**src/rtl/row_uram_arbiter.sv**
```systemverilog
// Row-level URAM arbiter: round-robin ownership grant over the cores of one row,
// registered URAM port mux, emptied-event broadcast and dirty tracking.
//
// state  | meaning
// IDLE   | no owner; scan requesters starting after the last released core
// GRANT  | grant issued to idx, waiting for the core to lock (or abandon)
// HOLD   | core idx owns the URAM until it drops locked
module row_uram_arbiter #(
  parameter int NUM_CORES   = 4,
  parameter int URAM_ADDR_W = 12,
  parameter int DATA_W      = 32
) (
  input  logic                            clk,
  input  logic                            reset,
  input  logic [NUM_CORES-1:0]            i_core_req,
  input  logic [NUM_CORES-1:0]            i_core_locked,
  output logic [NUM_CORES-1:0]            o_core_grant,
  input  logic [NUM_CORES-1:0]            i_core_uram_en,
  input  logic [NUM_CORES*URAM_ADDR_W-1:0] i_core_uram_addr,
  input  logic [NUM_CORES*DATA_W-1:0]     i_core_uram_wr_data,
  input  logic [NUM_CORES-1:0]            i_core_uram_wr_en,
  output logic                            o_uram_en,
  output logic [URAM_ADDR_W-1:0]          o_uram_addr,
  output logic [DATA_W-1:0]               o_uram_wr_data,
  output logic                            o_uram_wr_en,
  input  logic                            i_host_emptied,
  output logic                            o_uram_emptied,
  output logic                            o_uram_dirty,
  output logic                            o_busy
);

  localparam int IDX_W = (NUM_CORES > 1) ? $clog2(NUM_CORES) : 1;

  localparam logic [1:0] ST_IDLE  = 2'd0;
  localparam logic [1:0] ST_GRANT = 2'd1;
  localparam logic [1:0] ST_HOLD  = 2'd2;

  logic [1:0]             state_q, state_d;
  logic [IDX_W-1:0]       idx_q, idx_d;
  logic [IDX_W-1:0]       ptr_q, ptr_d;
  logic [IDX_W-1:0]       pick, cand;
  logic                   found;
  logic                   active;

  logic [NUM_CORES-1:0]   grant_q, grant_d;
  logic                   uram_en_q, uram_en_d;
  logic [URAM_ADDR_W-1:0] uram_addr_q, uram_addr_d;
  logic [DATA_W-1:0]      uram_data_q, uram_data_d;
  logic                   uram_we_q, uram_we_d;
  logic                   emptied_q;
  logic                   dirty_q, dirty_d;

  // First requester strictly after ptr, wrapping; ptr itself is checked last.
  always_comb begin
    found = 1'b0;
    pick  = ptr_q;
    cand  = ptr_q;
    for (int k = 1; k <= NUM_CORES; k++) begin
      cand = IDX_W'((int'(ptr_q) + k) % NUM_CORES);
      if (!found && i_core_req[cand]) begin
        found = 1'b1;
        pick  = cand;
      end
    end
  end

  always_comb begin
    state_d = state_q;
    idx_d   = idx_q;
    ptr_d   = ptr_q;
    case (state_q)
      ST_IDLE: begin
        if (found) begin
          idx_d   = pick;
          state_d = ST_GRANT;
        end
      end
      ST_GRANT: begin
        if (i_core_locked[idx_q]) begin
          state_d = ST_HOLD;
        end else if (!i_core_req[idx_q]) begin
          state_d = ST_IDLE;
        end
      end
      ST_HOLD: begin
        if (!i_core_locked[idx_q]) begin
          state_d = ST_IDLE;
          ptr_d   = idx_q;
        end
      end
      default: state_d = ST_IDLE;
    endcase
  end

  always_comb begin
    grant_d = '0;
    if (state_d != ST_IDLE) begin
      grant_d[idx_d] = 1'b1;
    end
  end

  assign active = (state_q != ST_IDLE);

  always_comb begin
    uram_en_d   = 1'b0;
    uram_addr_d = '0;
    uram_data_d = '0;
    uram_we_d   = 1'b0;
    if (active) begin
      uram_en_d   = i_core_uram_en[idx_q];
      uram_addr_d = i_core_uram_addr[idx_q*URAM_ADDR_W +: URAM_ADDR_W];
      uram_data_d = i_core_uram_wr_data[idx_q*DATA_W +: DATA_W];
      uram_we_d   = i_core_uram_wr_en[idx_q];
    end
  end

  // A write reaching the URAM outranks a same-cycle drain notification.
  always_comb begin
    dirty_d = dirty_q;
    if (uram_we_q) begin
      dirty_d = 1'b1;
    end else if (i_host_emptied) begin
      dirty_d = 1'b0;
    end
  end

  always_ff @(posedge clk or posedge reset) begin
    if (reset) begin
      state_q     <= ST_IDLE;
      idx_q       <= '0;
      ptr_q       <= IDX_W'(NUM_CORES - 1);
      grant_q     <= '0;
      uram_en_q   <= 1'b0;
      uram_addr_q <= '0;
      uram_data_q <= '0;
      uram_we_q   <= 1'b0;
      emptied_q   <= 1'b0;
      dirty_q     <= 1'b0;
    end else begin
      state_q     <= state_d;
      idx_q       <= idx_d;
      ptr_q       <= ptr_d;
      grant_q     <= grant_d;
      uram_en_q   <= uram_en_d;
      uram_addr_q <= uram_addr_d;
      uram_data_q <= uram_data_d;
      uram_we_q   <= uram_we_d;
      emptied_q   <= i_host_emptied;
      dirty_q     <= dirty_d;
    end
  end

  assign o_core_grant   = grant_q;
  assign o_uram_en      = uram_en_q;
  assign o_uram_addr    = uram_addr_q;
  assign o_uram_wr_data = uram_data_q;
  assign o_uram_wr_en   = uram_we_q;
  assign o_uram_emptied = emptied_q;
  assign o_uram_dirty   = dirty_q;
  assign o_busy         = active;

endmodule

```
**config.mk**
```make
export PLATFORM = sky130hd
export DESIGN_NAME = row_uram_arbiter
export DESIGN_NICKNAME = d
export VERILOG_FILES = /design/src/rtl/row_uram_arbiter.sv
export SDC_FILE = /design/constraint.sdc
export NUM_CORES = 1
export LEC_CHECK = 0
export ABC_AREA = 1
export CORE_ASPECT_RATIO = 0.7
export CORE_MARGIN = 5
export CORE_UTILIZATION = 38
export CTS_CLUSTER_DIAMETER = 150
export DETAILED_ROUTE_END_ITERATION = 10
export GPL_ROUTABILITY_DRIVEN = 0
export PLACE_DENSITY = 0.87
export SETUP_SLACK_MARGIN = 0.2
export SLEW_MARGIN = 20
export SYNTH_ARGS = -nofsm -noshare
export SYNTH_HDL_FRONTEND = slang
export SYNTH_SLANG_ARGS = --single-unit
export TNS_END_PERCENT = 30
```
**constraint.sdc**
```tcl
create_clock -name clk -period 4.6 [get_ports clk]
set_clock_uncertainty 0.1 [all_clocks]
set_input_delay 0.92 -clock clk [delete_from_list [all_inputs] [get_ports clk]]
set_output_delay 0.92 -clock clk [all_outputs]
set_load 0.01 [all_outputs]
```
==> metrics.csv <==
stage,metric,value,unit
sta,rsz0062_at_grt,no,
worst_setup_path,crit_type,reg2reg,
detailed_routing,antenna_left,0,
worst_setup_path,cp-start-kind,register,
pwr,power.total,3.68,mW
clock_tree,clock_sink_count,58,
worst_hold_path,hold_class,reg2reg,
placement,port_buffers,247,
die,start_util,0.388,
detailed_routing,drt-met1-wl,5.23,mm
sta,max_slew.worst_pin.slew,0.976,ns
worst_setup_path,required,4.74,ns
finish,fin_util,0.697,
finish,fin_nets,945,
worst_setup_path,cp-end-kind,register,
sta,slew_viol_final,0,
clock_tree,cts.repair.resized,0,
logic_synthesis,synthCells,525,
die,core,9030,µm²
clock_tree,htree_levels,3,
detailed_routing,drt_pre_antenna_iters,5,
sta,fmax,321,MHz
detailed_routing,wl_met2,6.96,mm
sta,finalSetupViolCount,0,
clock_tree,path_clk_slew,0.05,ns
sta,period_minus_slack,3.11,ns
logic_synthesis,ys_types,23,
pwr,leakage,2.65,nW
die,die_h,90.3,µm
sta,fin_setup_tns,0,ns
detailed_routing,met3_length,1.31,mm
worst_setup_path,crit_chain,"clkinv_1, a21oi_1, o21ai_0, nand2_1, nand3_1, nand3_1, nand3_1, nor2_1",
logic_synthesis,synthTopCellsByArea,"dfrtp_1 (40%), nor2_1 (21%), o21ai_0 (14%)",
die,die_w,125,µm
finish,num_antenna_cells,0,
outcome,status,completed,
die,die-area,11300,µm²
clock_tree,clockBufferDepth,2,
detailed_routing,maxUsedRoutingLayer,met4,
logic_synthesis,netlist_area,3500,µm²
worst_setup_path,crit_top_cell,nand3_1,
worst_setup_path,cp_slowest_cell,dfrtp_2,
global_route,antenna_found_initial,0,
global_route,grt_pass1_vias,4542,
worst_setup_path,cpPeakStageDelay,1.01,ns
detailed_routing,drc,0,
worst_setup_path,critPathTopFamily,flip-flops,
clock_tree,cts_buffers,9,
finish,drive_gt1_frac,0.0517,
placement,dpl.hpwl,10.3,mm
clock_tree,cts_tree,yes,
detailed_routing,via_count,4471,
global_route,gr-total-overflow,0,
worst_setup_path,worstPathArrival,3.25,ns
sta,fin_crit_sh,0.677,
clock_tree,cts_root_buffer,clkbuf_16,
worst_setup_path,critPathMaxFanout,50,
flow_run,maxCapViolations,0,
logic_synthesis,synthDominantCellAreaShare,0.400,
global_route,grt_max_degree,65,
finish,final_common_cell,clkdlybuf4s50_1,
sta,hold_violations,0,
sta,slew_headroom,0.349,
die,rows,29,
pwr,power.density,584,nW/µm²
logic_synthesis,synth_warnings,0,
clock_tree,clock_latency,0.32,ns
detailed_routing,drt_iter0_markers,290,
detailed_routing,post_drt_wl_per_cell,15.8,µm
worst_setup_path,path_buf_inv,1,
logic_synthesis,avgSynthCellArea,6.67,µm²
die,io_pins,248,
finish,layout_common_cells,"clkdlybuf4s50_1 (247), nor2_1 (191), o21ai_0 (97)",
global_route,grt_usage,0.240,
finish,area_growth,79.7,%
logic_synthesis,synth-seq-cells,58,
pwr,peakVddDrop,0.000257,V
detailed_routing,routed_via_density,5.09,
global_route,grt_pass1_wl,22.1,mm
logic_synthesis,yosys.area.top_type,dfrtp_1,
clock_tree,postCtsSetupBuffers,0,
logic_synthesis,synth_nets,720,
detailed_routing,routed_wl,13.9,mm
clock_tree,postCtsHoldBufs,0,
logic_synthesis,ys_seq_area_frac,0.415,
path summary, 6_finish.rpt:
| check | start | to | slack (ns) | depth (start not counted) |
|---|---|---|---|---|
| worst min register to register | o_uram_wr_en$_DFF_PP0_ | o_uram_dirty$_DFFE_PP0P_ | 0.38 | 1 |
| worst max register to register | idx_q[1]$_DFF_PP0_ | o_core_grant[3]$_DFF_PP0_ | 1.49 | 8 |
| worst max-delay path | idx_q[1]$_DFF_PP0_ | o_core_grant[3]$_DFF_PP0_ | 1.49 | 8 |
| max in group asynchronous | reset | idx_q[1]$_DFF_PP0_ | 2.67 | 3 |
| worst min-delay path | o_uram_wr_en$_DFF_PP0_ | o_uram_dirty$_DFFE_PP0P_ | 0.38 | 1 |
| min in group asynchronous | reset | o_uram_wr_data[19]$_DFF_PP0_ | 0.87 | 2 |
report_power, final:
part / switching, mW / internal, mW
Combinational: 1.12 / 0.918
Sequential: 0.227 / 0.737
Clock: 0.219 / 0.459
Total: 1.56 / 2.11
logic make-up after synthesis:
family | synth area share
DFF | 0.415
and+or+nand+nor | 0.295
AOI/OAI and AO/OA | 0.218
buffers and inverters | 0.0715
worst reg2reg max path: cells and delay by family (launching register included):
kind                   cells  cell delay [ns]
AOI/OAI and AO/OA          2             0.44
buffers and inverters      1             0.89
DFF                        1             1.01
and+or+nand+nor            5             0.60
stage by stage:
stage | hold WS, ns | setup slack [ns] | instance area, µm² | instances
after global placement | 0.359 | 1.74 | 5990 | 863
after floorplan | 0.413 | 2.16 | 3500 | 525
final | 0.384 | 1.49 | 6290 | 878
after CTS | 0.388 | 1.56 | 6290 | 878
after detailed placement | 0.372 | 1.67 | 5990 | 863
after global routing | 0.416 | 1.24 | 6290 | 878
Yosys cell counts:
| cell | instances |
|---|---|
| nand4_1 | 2 |
| clkbuf_1 | 13 |
| buf_2 | 15 |
| a21oi_1 | 49 |
| buf_6 | 3 |
| o21ai_2 | 1 |
| buf_1 | 6 |
| o21ai_0 | 97 |
| nand2_1 | 48 |
| nand2_2 | 6 |
| inv_2 | 3 |
| o221ai_1 | 1 |
| inv_1 | 12 |
| inv_4 | 1 |
| o21bai_1 | 1 |
| nand3_1 | 12 |
| dfstp_2 | 2 |
| o21a_1 | 1 |
| buf_4 | 1 |
| nor2_1 | 192 |
| nor2_2 | 2 |
| nand2_4 | 1 |
| dfrtp_1 | 56 |
flip-flops by register name, indices dropped and copies added (netlist names):
name	flops
idx_q	2
o_core_grant	4
o_uram_addr	12
o_uram_dirty	1
o_uram_emptied	1
o_uram_en	1
o_uram_wr_data	32
o_uram_wr_en	1
ptr_q	2
state_q	2
metal layers:
metal  vias up  global-route usage
li1       2147                   -
met1      2016               0.278
met2       270               0.419
met3        38              0.0709
met4         0              0.0949
met5         -                   0
layout make-up:
type | instances | area, µm²
fill | 674 | 2740
timing repair buffer | 252 | 2510
multi-input combinational | 413 | 1810
sequential | 58 | 1460
clock buffer | 13 | 270
tap | 124 | 155
inverter | 16 | 62.6
clock inverter | 2 | 35.0
(Power assumes the default switching activity.)
